--- src/rtl/chess_pkg.sv ---
// Shared piece encodings, result codes and FSM states for the move-check requester.
package chess_pkg;

  localparam logic [2:0] EMPTY  = 3'd0;
  localparam logic [2:0] PAWN   = 3'd1;
  localparam logic [2:0] KNIGHT = 3'd2;
  localparam logic [2:0] BISHOP = 3'd3;
  localparam logic [2:0] ROOK   = 3'd4;
  localparam logic [2:0] QUEEN  = 3'd5;
  localparam logic [2:0] KING   = 3'd6;
  localparam int         COLOR_BIT = 3;

  typedef enum logic [2:0] {
    RC_OK         = 3'd0,
    RC_EMPTY_SRC  = 3'd1,
    RC_WRONG_TURN = 3'd2,
    RC_OWN_DEST   = 3'd3,
    RC_NULL_MOVE  = 3'd4,
    RC_BLOCKED    = 3'd5,
    RC_ILLEGAL    = 3'd6,
    RC_TIMEOUT    = 3'd7
  } rsp_code_t;

  typedef enum logic [2:0] {
    S_IDLE, S_PRECHECK, S_PATH, S_CHK_WAIT, S_RESP
  } mci_state_t;

  function automatic logic is_sliding(input logic [2:0] kind);
    return (kind == BISHOP) || (kind == ROOK) || (kind == QUEEN);
  endfunction

  function automatic logic [2:0] absdiff3(input logic [2:0] a, input logic [2:0] b);
    return (a > b) ? (a - b) : (b - a);
  endfunction

endpackage

--- src/rtl/path_stepper.sv ---
// Step direction, cursor advance and line/diagonal geometry for the path scan.
module path_stepper
  import chess_pkg::*;
(
  input  logic [2:0] src_x_i,
  input  logic [2:0] src_y_i,
  input  logic [2:0] dst_x_i,
  input  logic [2:0] dst_y_i,
  input  logic [2:0] cur_x_i,
  input  logic [2:0] cur_y_i,
  output logic [2:0] start_x_o,
  output logic [2:0] start_y_o,
  output logic [2:0] next_x_o,
  output logic [2:0] next_y_o,
  output logic       next_at_dst_o,
  output logic       line_o,
  output logic       diag_o
);

  logic [2:0] step_x, step_y;

  // -1 is 3'b111; 3-bit wrap-around add gives the signed step
  always_comb begin
    step_x = 3'd0;
    step_y = 3'd0;
    if (dst_x_i > src_x_i)      step_x = 3'd1;
    else if (dst_x_i < src_x_i) step_x = 3'b111;
    if (dst_y_i > src_y_i)      step_y = 3'd1;
    else if (dst_y_i < src_y_i) step_y = 3'b111;
  end

  assign start_x_o     = src_x_i + step_x;
  assign start_y_o     = src_y_i + step_y;
  assign next_x_o      = cur_x_i + step_x;
  assign next_y_o      = cur_y_i + step_y;
  assign next_at_dst_o = (next_x_o == dst_x_i) && (next_y_o == dst_y_i);
  assign line_o        = (src_x_i == dst_x_i) || (src_y_i == dst_y_i);
  assign diag_o        = absdiff3(src_x_i, dst_x_i) == absdiff3(src_y_i, dst_y_i);

endmodule

--- src/rtl/move_check_initiator.sv ---
// Requester side of the piece-checker protocol: pre-checks, path scan,
// checker restart/verdict collection and coded response.
module move_check_initiator
  import chess_pkg::*;
#(
  parameter int TIMEOUT_CYCLES = 15,
  parameter int CNT_W          = 4
)(
  input  logic                  clk,
  input  logic                  reset_n,
  input  logic                  req_valid,
  output logic                  req_ready,
  input  logic [2:0]            req_old_x,
  input  logic [2:0]            req_old_y,
  input  logic [2:0]            req_new_x,
  input  logic [2:0]            req_new_y,
  input  logic                  turn_black,
  input  logic [7:0][7:0][3:0]  board_in,
  output logic                  chk_reset_n,
  output logic [2:0]            chk_old_x,
  output logic [2:0]            chk_old_y,
  output logic [2:0]            chk_new_x,
  output logic [2:0]            chk_new_y,
  output logic [2:0]            chk_h_delta,
  output logic [2:0]            chk_v_delta,
  output logic [3:0]            chk_piece_type,
  input  logic                  chk_valid_move,
  input  logic                  chk_valid_output,
  output logic                  rsp_valid,
  input  logic                  rsp_ready,
  output logic                  rsp_legal,
  output logic [2:0]            rsp_code
);

  mci_state_t state_q, state_d;
  logic [2:0] old_x_q, old_y_q, new_x_q, new_y_q, hd_q, vd_q;
  logic [3:0] piece_q, dst_q;
  logic       turn_q;
  logic [2:0] cur_x_q, cur_y_q, cur_x_d, cur_y_d;
  logic [CNT_W-1:0] cnt_q, cnt_d;
  logic       flag_q, flag_d, flag_now;
  logic       legal_q, legal_d;
  rsp_code_t  code_q, code_d;

  logic [2:0] start_x, start_y, next_x, next_y;
  logic       next_at_dst, on_line, on_diag, accept, cur_occ;

  path_stepper u_step (
    .src_x_i(old_x_q), .src_y_i(old_y_q),
    .dst_x_i(new_x_q), .dst_y_i(new_y_q),
    .cur_x_i(cur_x_q), .cur_y_i(cur_y_q),
    .start_x_o(start_x), .start_y_o(start_y),
    .next_x_o(next_x), .next_y_o(next_y),
    .next_at_dst_o(next_at_dst), .line_o(on_line), .diag_o(on_diag)
  );

  assign accept   = (state_q == S_IDLE) && req_valid;
  assign cur_occ  = board_in[cur_x_q][cur_y_q][2:0] != EMPTY;
  assign flag_now = flag_q | chk_valid_move;

  always_comb begin
    state_d = state_q;
    cur_x_d = cur_x_q;
    cur_y_d = cur_y_q;
    cnt_d   = cnt_q;
    flag_d  = flag_q;
    legal_d = legal_q;
    code_d  = code_q;
    unique case (state_q)
      S_IDLE: if (req_valid) state_d = S_PRECHECK;
      S_PRECHECK: begin
        legal_d = 1'b0;
        state_d = S_RESP;
        if ((old_x_q == new_x_q) && (old_y_q == new_y_q))
          code_d = RC_NULL_MOVE;
        else if (piece_q[2:0] == EMPTY)
          code_d = RC_EMPTY_SRC;
        else if (piece_q[COLOR_BIT] != turn_q)
          code_d = RC_WRONG_TURN;
        else if ((dst_q[2:0] != EMPTY) && (dst_q[COLOR_BIT] == piece_q[COLOR_BIT]))
          code_d = RC_OWN_DEST;
        else if (is_sliding(piece_q[2:0]) && (on_line || on_diag) &&
                 ((hd_q > 3'd1) || (vd_q > 3'd1))) begin
          state_d = S_PATH;
          cur_x_d = start_x;
          cur_y_d = start_y;
        end else begin
          state_d = S_CHK_WAIT;
          cnt_d   = '0;
          flag_d  = 1'b0;
        end
      end
      S_PATH: begin
        if (cur_occ) begin
          code_d  = RC_BLOCKED;
          state_d = S_RESP;
        end else if (next_at_dst) begin
          state_d = S_CHK_WAIT;
          cnt_d   = '0;
          flag_d  = 1'b0;
        end else begin
          cur_x_d = next_x;
          cur_y_d = next_y;
        end
      end
      S_CHK_WAIT: begin
        flag_d = flag_now;
        cnt_d  = cnt_q + 1'b1;
        // a verdict in the last allowed cycle wins over the timeout
        if (chk_valid_output) begin
          legal_d = flag_now;
          code_d  = flag_now ? RC_OK : RC_ILLEGAL;
          state_d = S_RESP;
        end else if (cnt_q == CNT_W'(TIMEOUT_CYCLES - 1)) begin
          code_d  = RC_TIMEOUT;
          state_d = S_RESP;
        end
      end
      S_RESP: if (rsp_ready) state_d = S_IDLE;
      default: state_d = S_IDLE;
    endcase
  end

  always_ff @(posedge clk or negedge reset_n) begin
    if (!reset_n) begin
      state_q <= S_IDLE;
      old_x_q <= '0; old_y_q <= '0; new_x_q <= '0; new_y_q <= '0;
      hd_q    <= '0; vd_q    <= '0;
      piece_q <= '0; dst_q   <= '0; turn_q  <= 1'b0;
      cur_x_q <= '0; cur_y_q <= '0; cnt_q   <= '0;
      flag_q  <= 1'b0; legal_q <= 1'b0; code_q <= RC_OK;
    end else begin
      state_q <= state_d;
      cur_x_q <= cur_x_d;
      cur_y_q <= cur_y_d;
      cnt_q   <= cnt_d;
      flag_q  <= flag_d;
      legal_q <= legal_d;
      code_q  <= code_d;
      if (accept) begin
        old_x_q <= req_old_x;
        old_y_q <= req_old_y;
        new_x_q <= req_new_x;
        new_y_q <= req_new_y;
        hd_q    <= absdiff3(req_old_x, req_new_x);
        vd_q    <= absdiff3(req_old_y, req_new_y);
        piece_q <= board_in[req_old_x][req_old_y];
        dst_q   <= board_in[req_new_x][req_new_y];
        turn_q  <= turn_black;
      end
    end
  end

  // checker is held in reset everywhere except CHK_WAIT
  assign req_ready      = (state_q == S_IDLE);
  assign rsp_valid      = (state_q == S_RESP);
  assign chk_reset_n    = (state_q == S_CHK_WAIT);
  assign rsp_legal      = legal_q;
  assign rsp_code       = code_q;
  assign chk_old_x      = old_x_q;
  assign chk_old_y      = old_y_q;
  assign chk_new_x      = new_x_q;
  assign chk_new_y      = new_y_q;
  assign chk_h_delta    = hd_q;
  assign chk_v_delta    = vd_q;
  assign chk_piece_type = piece_q;

endmodule

--- config.mk ---
export PLATFORM = sky130hd
export DESIGN_NAME = move_check_initiator
export DESIGN_NICKNAME = d
export VERILOG_FILES = /design/src/rtl/chess_pkg.sv /design/src/rtl/path_stepper.sv /design/src/rtl/move_check_initiator.sv
export SDC_FILE = /design/constraint.sdc
export NUM_CORES = 1
export LEC_CHECK = 0
export ABC_AREA = 0
export BUFFER_PORTS_ARGS = -buffer_cell sky130_fd_sc_hd__buf_4
export CAP_MARGIN = 20
export CORE_MARGIN = 5
export CORE_UTILIZATION = 47
export CTS_CLUSTER_DIAMETER = 200
export DETAILED_ROUTE_END_ITERATION = 10
export HOLD_SLACK_MARGIN = 0.12
export PLACE_DENSITY = 0.77
export SLEW_MARGIN = 10
export SYNTH_ARGS = -nofsm -noshare
export SYNTH_HDL_FRONTEND = slang
export SYNTH_SLANG_ARGS = --single-unit
--- constraint.sdc ---
create_clock -name clk -period 3.55 [get_ports clk]
set_input_delay 0.71 -clock clk [delete_from_list [all_inputs] [get_ports clk]]
set_output_delay 0.71 -clock clk [all_outputs]
set_load 0.05 [all_outputs]
# Yosys cells after proc, flatten, opt, wreduce, memory -nomap -nowiden
# Index checks and enable logic that the tools add are counted.
[classes]
bitwise = 1
n_lt_le_gt_ge = 16
n_reduce_logical = 23
add_sub_neg = 13
n_eq_ne = 31
mux = 75
[ops]
columns = ["operator", "n"]
rows = [
  ["32-bit binary-select mux with 3-bit select", 3],
  ["3-bit 2-to-1 mux", 41],
  ["32-bit 2-to-1 mux", 3],
  ["4-bit binary-select mux with 3-bit select", 3],
  ["4-bit 2-to-1 mux", 9],
  ["3-bit by 4-bit less-than comparator with 1-bit output, second input constant", 6],
  ["3-bit subtractor", 8],
  ["2-bit inequality test, second input constant", 11],
  ["3-bit > comparator", 6],
  ["8-bit AND reduction", 2],
  ["3-bit equality test", 5],
  ["3-bit case mux with 5 select lines", 1],
  ["3-bit adder", 4],
  ["3-bit case mux with 2 select lines", 2],
  ["4-bit case mux with 3 select lines", 1],
  ["3-bit by 2-bit equality test with 1-bit output, second input constant", 3],
  ["3-bit equality test, second input constant", 3],
  ["1-bit 2-to-1 mux", 9],
  ["3-bit case mux with 3 select lines", 1],
  ["3-bit nonzero test", 3],
  ["4-bit AND reduction", 2],
  ["3-bit by 1-bit > comparator with 1-bit output, second input constant", 2],
  ["1-bit logical AND", 6],
  ["3-bit logical NOT", 2],
  ["other kinds (16)", 23],
]
[word_totals]
in_bits = 275
elab_cells = 175
ff_bits = 45

# Logic depth before layout (Yosys ltp)
# Gate-level depths: netlist (run 1).
[logic_depth]
word_depth = 12
mapped_depth = 16
depth_no_buf = 16

# By module
# A second synthesis (run 1) with hierarchy kept.
[unflattened]
hier_cells = 707
area_unflattened_um2 = 8408.1
[modules_own_cells]
columns = ["module", "cells_per_inst", "area_each_um2", "n_inst"]
rows = [
  ["move_check_initiator", 611, 7552.2, 1],
  ["path_stepper", 96, 855.8, 1],
]

# Worst setup path after synthesis (run 1)
# No wires, ideal clock.
[synth_timing]
path_type = "flip-flop to flip-flop"
startpoint = "register old_x_q[1], in the netlist chk_old_x[1]"
endpoint = "register cur_x_q[0]"
n_path_buf = 0
setup_slack_ns = -0.312
t_arrival_ns = 3.737
synth_period_minus_slack_ns = 3.862
setup_ns = 0.125
path_stages_with_launch = 16
path_cell_list = "dfrtp_1 -> inv_1 -> ha_1 -> a21o_1 -> a21o_1 -> nand2_1 -> ha_1 -> inv_1 -> fa_1 -> xor2_1 -> xnor2_1 -> xnor2_1 -> nor3_1 -> inv_1 -> a31oi_4 -> mux2_4"
[synth_via]
elab_chain_len = 10
elab_cells_between_ends = 31
cone_classes = "4 x add/sub; 3 x order compare; 6 x eq/ne; 11 x mux; 7 x reduce/logical"
[synth_rtl]
columns = ["element", "line", "rtl"]
rows = [
  ["start: declaration", "move_check_initiator.sv:36", "logic [2:0] old_x_q, old_y_q, new_x_q, new_y_q, hd_q, vd_q;"],
  ["start signal: assignment", "move_check_initiator.sv:141", "old_x_q <= req_old_x;"],
  ["3-bit less-than comparator", "path_stepper.sv:27", "else if (dst_x_i < src_x_i) step_x = 3'b111;"],
  ["3-bit 2-to-1 mux", "path_stepper.sv:27", ""],
  ["3-bit 2-to-1 mux", "path_stepper.sv:26", "if (dst_x_i > src_x_i) step_x = 3'd1;"],
  ["3-bit adder", "path_stepper.sv:32", "assign start_x_o = src_x_i + step_x;"],
  ["3-bit 2-to-1 mux", "move_check_initiator.sv:82", "else if (is_sliding(piece_q[2:0]) && (on_line || on_diag) &&"],
  ["3-bit 2-to-1 mux", "move_check_initiator.sv:80", "else if ((dst_q[2:0] != EMPTY) && (dst_q[COLOR_BIT] == piece_q[COLOR_BIT]))"],
  ["3-bit 2-to-1 mux", "move_check_initiator.sv:78", "else if (piece_q[COLOR_BIT] != turn_q)"],
  ["3-bit 2-to-1 mux", "move_check_initiator.sv:76", "else if (piece_q[2:0] == EMPTY)"],
  ["3-bit 2-to-1 mux", "move_check_initiator.sv:74", "if ((old_x_q == new_x_q) && (old_y_q == new_y_q))"],
  ["3-bit case mux with 2 select lines", "move_check_initiator.sv:69", "unique case (state_q)"],
  ["end signal: assignment", "move_check_initiator.sv:134", "cur_x_q <= cur_x_d;"],
  ["end: declaration", "move_check_initiator.sv:39", "logic [2:0] cur_x_q, cur_y_q, cur_x_d, cur_y_d;"],
]
# Parallel ways exist; a longest one is shown, timed or not. The select of a mux whose other input is x is not followed.
# A chain may end at the register's enable or synchronous reset.

# Worst setup path after layout (run 1)
# Same ends and word-level chain as after synthesis.

==> summary.txt, run 1 <==
status: complete, no violations
CP max FO: 5
start of the worst register-to-register path: chk_old_x[1]
worst path arrival time: 3.59 ns
most frequent cells in the layout: buf_4 (331), mux4_2 (182), nand2_1 (60), inv_1 (40), o21ai_0 (40)
kind of critical path: reg2reg
setup violators final: 0
Synth Flop Type: dfrtp_1
Ports: 304
part of the Yosys area used for sequential elements: 0.135
Die Y: 143 µm
Clk pin slew, worst setup/hold paths: 0.07 ns
GP Congestion: 0.968
min-delay worst type: in2async
Crit path depth: 15
Top delay family on crit path: adder cells
commonest non-fill, non-tap cell in the layout: buf_4
ratio of cells with drive above 1 in the final layout: 0.569
largest net degree at the start of global routing: 46
Lkg Pwr: 0.00467 µW
MaxCap Viol Count: 0
maximum VDD drop: 0.000712 V
post-synthesis cell count: 710
first-pass GRT wire length: 49.3 mm
critical path, cell by cell: inv_4, ha_4, a21o_1, a21o_1, nand2_1, ha_1, inv_1, fa_1, xor2_2, xnor2_1, xnor2_1, nor3_2, inv_2, a31oi_4, mux2_4
initial antenna violation count: 1
WL final: 32.4 mm
number of synthesized register bits: 45
crit path launch type: flop
Final Max Slew Viols: 0
unrepaired setup endpoints after global routing: no
Slowest Stage Delay on Critical Path: 0.45 ns
period utilization: 0.960
area of the core: 17400 µm²
R2R cell count: 15
Critical Path Sink Type: flop
highest clock rate: 294 MHz
TritonRoute pass-1 iters: 8
Placed Area: 11000 µm²
syn avg cell area: 11.7 µm²
vias per cell: 6.73
syn_nets: 1025
final net count: 1314
Unique masters post-synth: 63
H-tree lvl count: 2
area delta synth->final: 34.8%
Slew @ Worst Pin: 0.781 ns
Power Density: 582 nW/µm²
routed length per instance: 26.5 µm
Clock Sinks: 45
slew margin rel.: 0.473
starting density of the core: 0.480
number of global-route vias before repair: 8767
number of I/O port buffers: 303
Post-synth EDFFs: 0
Iter 0 DRT Violations: 700
root buffer cell: clkbuf_16
total power: 6540 µW
worst reg-to-reg setup slack: 0.14 ns
CTS tree: built
Tmin final: 3.41 ns
Clock Skew: 0.00460 ns
overall die width: 143 µm
Final ANT Viol Nets: 0
post-DP HPWL: 26.8 mm
Critical Path RT: 3.73 ns
DRC viols: 0
crit path buf inv count: 3
Netlist Area Pre-Place: 8330 µm²
setup TNS: 0 ns
# resized after CTS: 0
Rows: 48
Overall Global Routing Usage: 0.315
uppermost layer routed: met4
Inst Count DP: 1217
Post-synth ARST share: 1.00
Post-CTS Setup Bufs: 0
Critical-path top delay cell: dfrtp_2
met2 WL: 16.5 mm
CTS Hold Buffers Added: 0
YS warnings: 0
via count: 8248
TritonCTS Buffers: 5
cell area after layout: 11200 µm²
WL met1: 10.9 mm
die area: 20500 µm²
metal3 WL: 3.58 mm
Final Hold Fails: 0
grt ovf: 0
Max Buffers Root-to-Sink: 2
worst-skew pair later-pin latency: 0.29 ns
reg2reg end: cur_x_q[0]
Layout Cells excl Fill: 1226
report_power, final:
| part | switching, µW | total [µW] | internal [µW] |
|---|---|---|---|
| Combinational | 2750 | 4980 | 2230 |
| Clock | 215 | 480 | 265 |
| Sequential | 343 | 1080 | 739 |
metal layers:
metal | global-route usage | up-vias
met4 | 0.115 | 0
met2 | 0.543 | 618
met5 | 0 | -
met1 | 0.391 | 4042
li1 | - | 3479
met3 | 0.0693 | 109
synthesized netlist by cell type (all sizes together) (3+ instances only):
library cell  number  area (µm²)
xnor2             15         131
nand2b             5        31.3
ha                28         350
nor4               9        56.3
nor2b              4        25.0
inv               46         173
nor2              34         128
mux4             183        4130
xor2               6        52.6
a211oi            13        97.6
dfrtp             45        1130
or3                5        31.3
fa                12         240
buf               31         151
nand2             60         225
nor3              30         150
and2               3        18.8
nand3              7        35.0
nor4b              4        50.1
nor3b              4        30.0
clkbuf            27         101
a31oi              8        65.1
a21o               5        37.5
o211ai             6        45.0
mux2              12         143
a21oi             18        90.1
mux2i             12         120
o21ai             40         200
layout make-up:
| class | instances | area (µm²) |
|---|---|---|
| Fill cell | 1377 | 6130 |
| Sequential cell | 45 | 1130 |
| Clock buffer | 5 | 125 |
| Inverter | 48 | 185 |
| Clock inverter | 3 | 25.0 |
| Multi-Input combinational cell | 559 | 6820 |
| Antenna cell | 1 | 2.50 |
| Tap cell | 225 | 282 |
| Timing Repair Buffer | 340 | 2660 |
cells by family after synthesis:
logic type                 after synthesis  share of synthesized area
adders and majority gates               40                     0.0709
buffers and inverters                  106                     0.0520
muxes                                  207                      0.527
xor gates and xnor gates                21                     0.0221
DFF                                     45                      0.135
AOI/OAI and AO/OA                      115                     0.0900
and+or+nand+nor                        176                      0.103
per-stage QoR:
stage	util	setup WS (ns)	hold WS (ns)
after floorplan	-	0.0127	0.414
after global placement	0.636	0.232	0.463
after detailed placement	0.636	0.0856	0.469
after CTS	0.645	0.0284	0.439
after global routing	0.647	0.0131	0.459
final	0.647	0.143	0.408
how the worst max path moves through the flow:
stage                  to         start  slack [ns]
6_report       cur_x_q[0]  chk_old_x[1]        0.14
5_1_grt        cur_x_q[1]  chk_old_x[1]        0.01
4_1_cts        cur_y_q[1]  chk_old_y[1]        0.03
3_5_place_dp   cur_x_q[0]  chk_old_y[1]        0.09
3_3_place_gp   cur_x_q[0]  chk_old_y[1]        0.23
2_1_floorplan  cur_x_q[0]  chk_old_x[2]        0.01
worst reg2reg max path: stages (launching register included):
cell,delay [ns]
dfrtp_2,0.45
inv_4,0.10
ha_4,0.22
a21o_1,0.15
a21o_1,0.18
nand2_1,0.08
ha_1,0.14
inv_1,0.05
fa_1,0.43
xor2_2,0.17
xnor2_1,0.21
xnor2_1,0.11
nor3_2,0.29
inv_2,0.09
a31oi_4,0.29
mux2_4,0.33
Power figures use the tool's default switching activity.
==> run 2: changes to the inputs <==
RECOVER_POWER = 25   (was default)
==> run 2 against run 1 <==
Compared with the run above:
- the run now ends with capacitance limit, slew limit left
- sequential share of layout area barely moved
- via count rose by 0.33%
- wire length fell by 0.19%
- hold slack improved by 0.072 ns
- clock power barely moved
- die area did not move
- register-to-register slack barely moved
- design area barely moved
- highest routed layer unchanged
==> summary.txt, run 2 (synthesis gave the netlist of run 1 again) <==
via count: 8275 (+0.33%)
Clock Sinks: 45 (unchanged)
maximum VDD drop: 0.000712 V (about the same)
dpl ws: 0.0856 ns (unchanged)
Final ANT Viol Nets: 0 (unchanged)
ratio of cells with drive above 1 in the final layout: 0.568 (-0.00100)
Critical Path RT: 3.73 ns (about the same)
# resized after CTS: 0 (unchanged)
post-DP HPWL: 26.8 mm (unchanged)
Iter 0 DRT Violations: 697 (-0.43%)
status: finished, violations left
CTS tree: built
GP Congestion: 0.968 (unchanged)
H-tree lvl count: 2 (unchanged)
CP max FO: 5 (unchanged)
overall die width: 143 µm (unchanged)
setup violators final: 0 (unchanged)
commonest non-fill, non-tap cell in the layout: buf_4
Slowest Stage Delay on Critical Path: 0.45 ns (about the same)
period utilization: 0.959 (about the same)
Placed Area: 11000 µm² (unchanged)
Rows: 48 (unchanged)
Lkg Pwr: 0.00467 µW (about the same)
starting density of the core: 0.480 (unchanged)
number of global-route vias before repair: 8767 (unchanged)
Slew @ Worst Pin: 2.45 ns (+1.67 ns)
min-delay worst type: reg2reg
highest clock rate: 294 MHz (about the same)
MaxCap Viol Count: 1 (+1)
initial antenna violation count: 1 (unchanged)
setup TNS: 0 ns (unchanged)
worst path arrival time: 3.59 ns (about the same)
vias per cell: 6.75 (+0.33%)
crit path launch type: flop
slew margin rel.: -0.632 (-1.10)
worst-skew pair later-pin latency: 0.29 ns (about the same)
Critical-path top delay cell: dfrtp_2
Power Density: 582 nW/µm² (about the same)
Final Max Slew Viols: 46 (+46)
fillcell total: 1379 (+0.15%)
cell area after layout: 11200 µm² (about the same)
post-route setup slack: 0.144 ns (+0.000517 ns)
first-pass GRT wire length: 49.3 mm (unchanged)
critical path, cell by cell: inv_4, ha_4, a21o_1, a21o_1, nand2_1, ha_1, inv_1, fa_1, xor2_2, xnor2_1, xnor2_1, nor3_2, inv_2, a31oi_4, mux2_4
area of the core: 17400 µm² (unchanged)
Clock Skew: 0.00465 ns (+0.0000550 ns)
Overall Global Routing Usage: 0.315 (unchanged)
kind of critical path: reg2reg
WL final: 32.4 mm (-0.19%)
TritonRoute pass-1 iters: 7 (-1)
crit path buf inv count: 3 (unchanged)
root buffer cell: clkbuf_16
Die Y: 143 µm (unchanged)
final net count: 1314 (unchanged)
routed length per instance: 26.4 µm (-0.19%)
die area: 20500 µm² (unchanged)
Clk pin slew, worst setup/hold paths: 0.07 ns (about the same)
Final Hold Fails: 0 (unchanged)
number of I/O port buffers: 303 (unchanged)
DRC viols: 0 (unchanged)
Ports: 304 (unchanged)
Hold Slack: 0.480 ns (+0.0721 ns)
TritonCTS Buffers: 5 (unchanged)
area delta synth->final: 34.7% (about the same)
Max Buffers Root-to-Sink: 2 (unchanged)
Post-CTS Setup Bufs: 0 (unchanged)
CTS Hold Buffers Added: 0 (unchanged)
Top delay family on crit path: adder cells
Critical Path Sink Type: flop
unrepaired setup endpoints after global routing: no
most frequent cells in the layout: buf_4 (330), mux4_2 (182), nand2_1 (60), inv_1 (40), o21ai_0 (40)
violated checks: capacitance limit, slew limit
Tmin final: 3.41 ns (-0.000517 ns)
total power: 6540 µW (about the same)
largest net degree at the start of global routing: 46 (unchanged)
grt ovf: 0 (unchanged)
-- run 2: cell count changes in the layout (fill, tap and decap cells not counted) --
cell | previous run | this run
clkbuf_1 | 0 | 1
buf_4 | 331 | 330
-- run 2: layout make-up --
class                      count  area (µm²)  share of cell area
multi-input combinational    559        6820               0.608
timing repair buffer         340        2650               0.236
sequential                    45        1130               0.101
tap                          225         282              0.0251
inverter                      48         185              0.0165
clock buffer                   5         125              0.0111
clock inverter                 3        25.0             0.00223
antenna                        1        2.50            0.000223
-- run 2: power breakdown --
| part | internal (µW) | switching (µW) |
|---|---|---|
| clock network | 265 | 215 |
| registers | 739 | 343 |
| logic | 2230 | 2750 |
| total | 3230 | 3310 |
-- run 2: worst paths after layout --
kind	from	end	slack [ns]	cells after the start
max	chk_old_x[1]	cur_x_q[0]	0.14	15
min	dst_q[0]	dst_q[0]	0.48	2
max reg2reg	chk_old_x[1]	cur_x_q[0]	0.14	15
min reg2reg	dst_q[0]	dst_q[0]	0.48	2
max in group asynchronous	reset_n	chk_old_y[2]	0.80	1
min in group asynchronous	reset_n	chk_new_x[1]	1.16	1
-- run 2: through the flow --
stage | utilization | std cells
after detailed placement | 0.636 | 1217
after floorplan | - | 710
after CTS | 0.645 | 1225
after global routing | 0.647 | 1225
final | 0.647 | 1226
after global placement | 0.636 | 1217
-- run 2: tightest hold or removal path: stages (launching register included) --
cell	delay, ns
dfrtp_1	0.34
nand2_1	0.05
nand2_1	0.05
-- run 2: per-layer routing --
| metal | GRT usage | up-vias | wire length (µm) |
|---|---|---|---|
| met5 | 0 | - | 0 |
| met4 | 0.115 | 0 | 1520 |
| met1 | 0.391 | 4055 | 10800 |
| met3 | 0.0693 | 116 | 3590 |
| met2 | 0.543 | 625 | 16500 |
| li1 | - | 3479 | - |
==> run 3: changes to the inputs <==
BUFFER_PORTS_ARGS = -buffer_cell sky130_fd_sc_hd__buf_2   (was -buffer_cell sky130_fd_sc_hd__buf_4)
CORE_UTILIZATION = 40   (was 47)
PLACE_DENSITY = 0.66   (was 0.77)
==> run 3 against run 2 <==
Compared with the run above:
- the run still ends with capacitance limit, slew limit left
- sequential share of layout area rose by 0.69 points
- setup slack better by 0.026 ns
- utilization is 13 points lower
- sequential cell count unchanged
- critical path depth stayed put
- hold slack got worse by 0.12 ns
- via count decreased by 3.8%
- wire length grew 0.11%
- clock power grew 16%
- highest routed layer is now met5
==> summary.txt, run 3 (synthesis gave the netlist of run 1 again) <==
vias per cell: 6.29 (-6.8%)
violated checks: capacitance limit, slew limit
worst path arrival time: 3.56 ns (-0.03 ns)
Inst Count DP: 1256 (+3.2%)
status: finished, violations left
kind of critical path: reg2reg
Max Buffers Root-to-Sink: 2 (unchanged)
Die Y: 154 µm (+7.8%)
highest clock rate: 296 MHz (+0.77%)
period utilization: 0.952 (-0.00736)
TritonRoute pass-1 iters: 5 (-2)
setup violators final: 0 (unchanged)
routed length per instance: 25.6 µm (-3.0%)
area delta synth->final: 26.2%
initial antenna violation count: 4 (+3)
Post-CTS Setup Bufs: 0 (unchanged)
Rows: 52 (+8.3%)
root buffer cell: clkbuf_16
WL final: 32.4 mm (+0.11%)
TritonCTS Buffers: 5 (unchanged)
Lkg Pwr: 0.00441 µW (-5.6%)
Final Max Slew Viols: 38 (-17%)
ratio of cells with drive above 1 in the final layout: 0.562 (-0.00619)
Layout Cells excl Fill: 1266 (+3.3%)
Iter 0 DRT Violations: 558 (-20%)
Critical Path RT: 3.73 ns (about the same)
Critical Path Sink Type: flop
Slew @ Worst Pin: 2.12 ns (-0.329 ns)
Clk pin slew, worst setup/hold paths: 0.07 ns (about the same)
min-delay worst type: in2async
Clock Sinks: 45 (unchanged)
die area: 23800 µm² (+16%)
area of the core: 20400 µm² (+17%)
overall die width: 154 µm (+7.8%)
first-pass GRT wire length: 49.7 mm (+0.91%)
total power: 6420 µW (-1.8%)
most frequent cells in the layout: buf_2 (300), mux4_2 (182), nand2_1 (60), inv_1 (41), o21ai_0 (40)
CP max FO: 6 (+1)
largest net degree at the start of global routing: 69 (+50%)
Tmin final: 3.38 ns (-0.0261 ns)
Clock Skew: 0.00621 ns (+0.00156 ns)
Final Hold Fails: 0 (unchanged)
worst-skew pair later-pin latency: 0.29 ns (about the same)
H-tree lvl count: 2 (unchanged)
grt ovf: 0 (unchanged)
final net count: 1309 (-0.38%)
starting density of the core: 0.409 (-0.0709)
maximum VDD drop: 0.000365 V (-49%)
DRC viols: 0 (unchanged)
commonest non-fill, non-tap cell in the layout: buf_2
post-DP HPWL: 26.5 mm (-1.2%)
GP Congestion: 0.958 (-1.0%)
MaxCap Viol Count: 1 (unchanged)
via count: 7961 (-3.8%)
crit path launch type: flop
Final ANT Viol Nets: 0 (unchanged)
Power Density: 611 nW/µm² (+4.9%)
Ports: 304 (unchanged)
number of I/O port buffers: 303 (unchanged)
number of global-route vias before repair: 8453 (-3.6%)
CTS tree: built
slew margin rel.: -0.412 (+0.220)
Overall Global Routing Usage: 0.270 (-0.0454)
## run 3: timing repair
| action | 4_1_cts | 5_1_grt |
|---|---|---|
| resized for setup | 0 | 10 |
| setup endpoints to repair | 0 | 10 |
| hold buffers | 0 | 0 |
## run 3: metrics by stage
stage | hold slack [ns] | area (µm²) | utilization | setup slack, ns | setup TNS (ns)
floorplan | 0.414 | 8350 | - | 0.0127 | 0
global placement | 0.462 | 10300 | 0.506 | 0.221 | 0
detailed placement | 0.466 | 10300 | 0.506 | 0.116 | 0
CTS | 0.484 | 10500 | 0.514 | 0.0847 | 0
global route | 0.416 | 10500 | 0.516 | -0.00834 | -0.0156
finish | 0.359 | 10500 | 0.516 | 0.170 | 0
## run 3: worst paths after layout
| path | from | endpoint | slack [ns] | cells after the start |
|---|---|---|---|---|
| worst min-delay path | reset_n | chk_old_x[0] | 0.36 | 1 |
| worst max-delay path | chk_old_y[1] | cur_y_q[0] | 0.17 | 15 |
| worst min register to register | chk_v_delta[0] | chk_v_delta[0] | 0.48 | 2 |
| worst max register to register | chk_old_y[1] | cur_y_q[0] | 0.17 | 15 |
| min in group clk | chk_v_delta[0] | chk_v_delta[0] | 0.48 | 2 |
| max in group asynchronous | reset_n | chk_old_y[2] | 0.67 | 2 |
## run 3: final cells by class
cell class	count	area, µm²
clock buffers	7	143
repair buffers	335	1860
diodes	1	2.50
clock inverters	1	30.0
well taps	270	338
multi-input cells	559	6820
flip-flops and latches	45	1130
inverters	48	185
fillers	1828	9850
## run 3: power by group
part           switching (µW)  total [µW]  internal [µW]
registers                 351        1090            739
logic                    2720        4770           2050
clock network             206         559            352
## run 3: worst max-delay path, cell delays in order, from the launching register on
cell      delay, ns
dfrtp_2        0.45
inv_4          0.10
ha_2           0.31
a21oi_2        0.17
o21bai_2       0.08
nand2_1        0.10
ha_1           0.15
inv_1          0.05
fa_1           0.42
xor2_2         0.17
xnor2_1        0.14
xnor2_1        0.15
nor3_2         0.23
inv_1          0.11
a31oi_4        0.30
mux2_4         0.33
## run 3: layer usage
layer / track usage / up-vias / wire, µm
met5: 0 / - / 30
met4: 0.0753 / 6 / 1040
met3: 0.0562 / 75 / 2610
met2: 0.460 / 471 / 16400
met1: 0.350 / 3927 / 12400
li1: - / 3482 / -
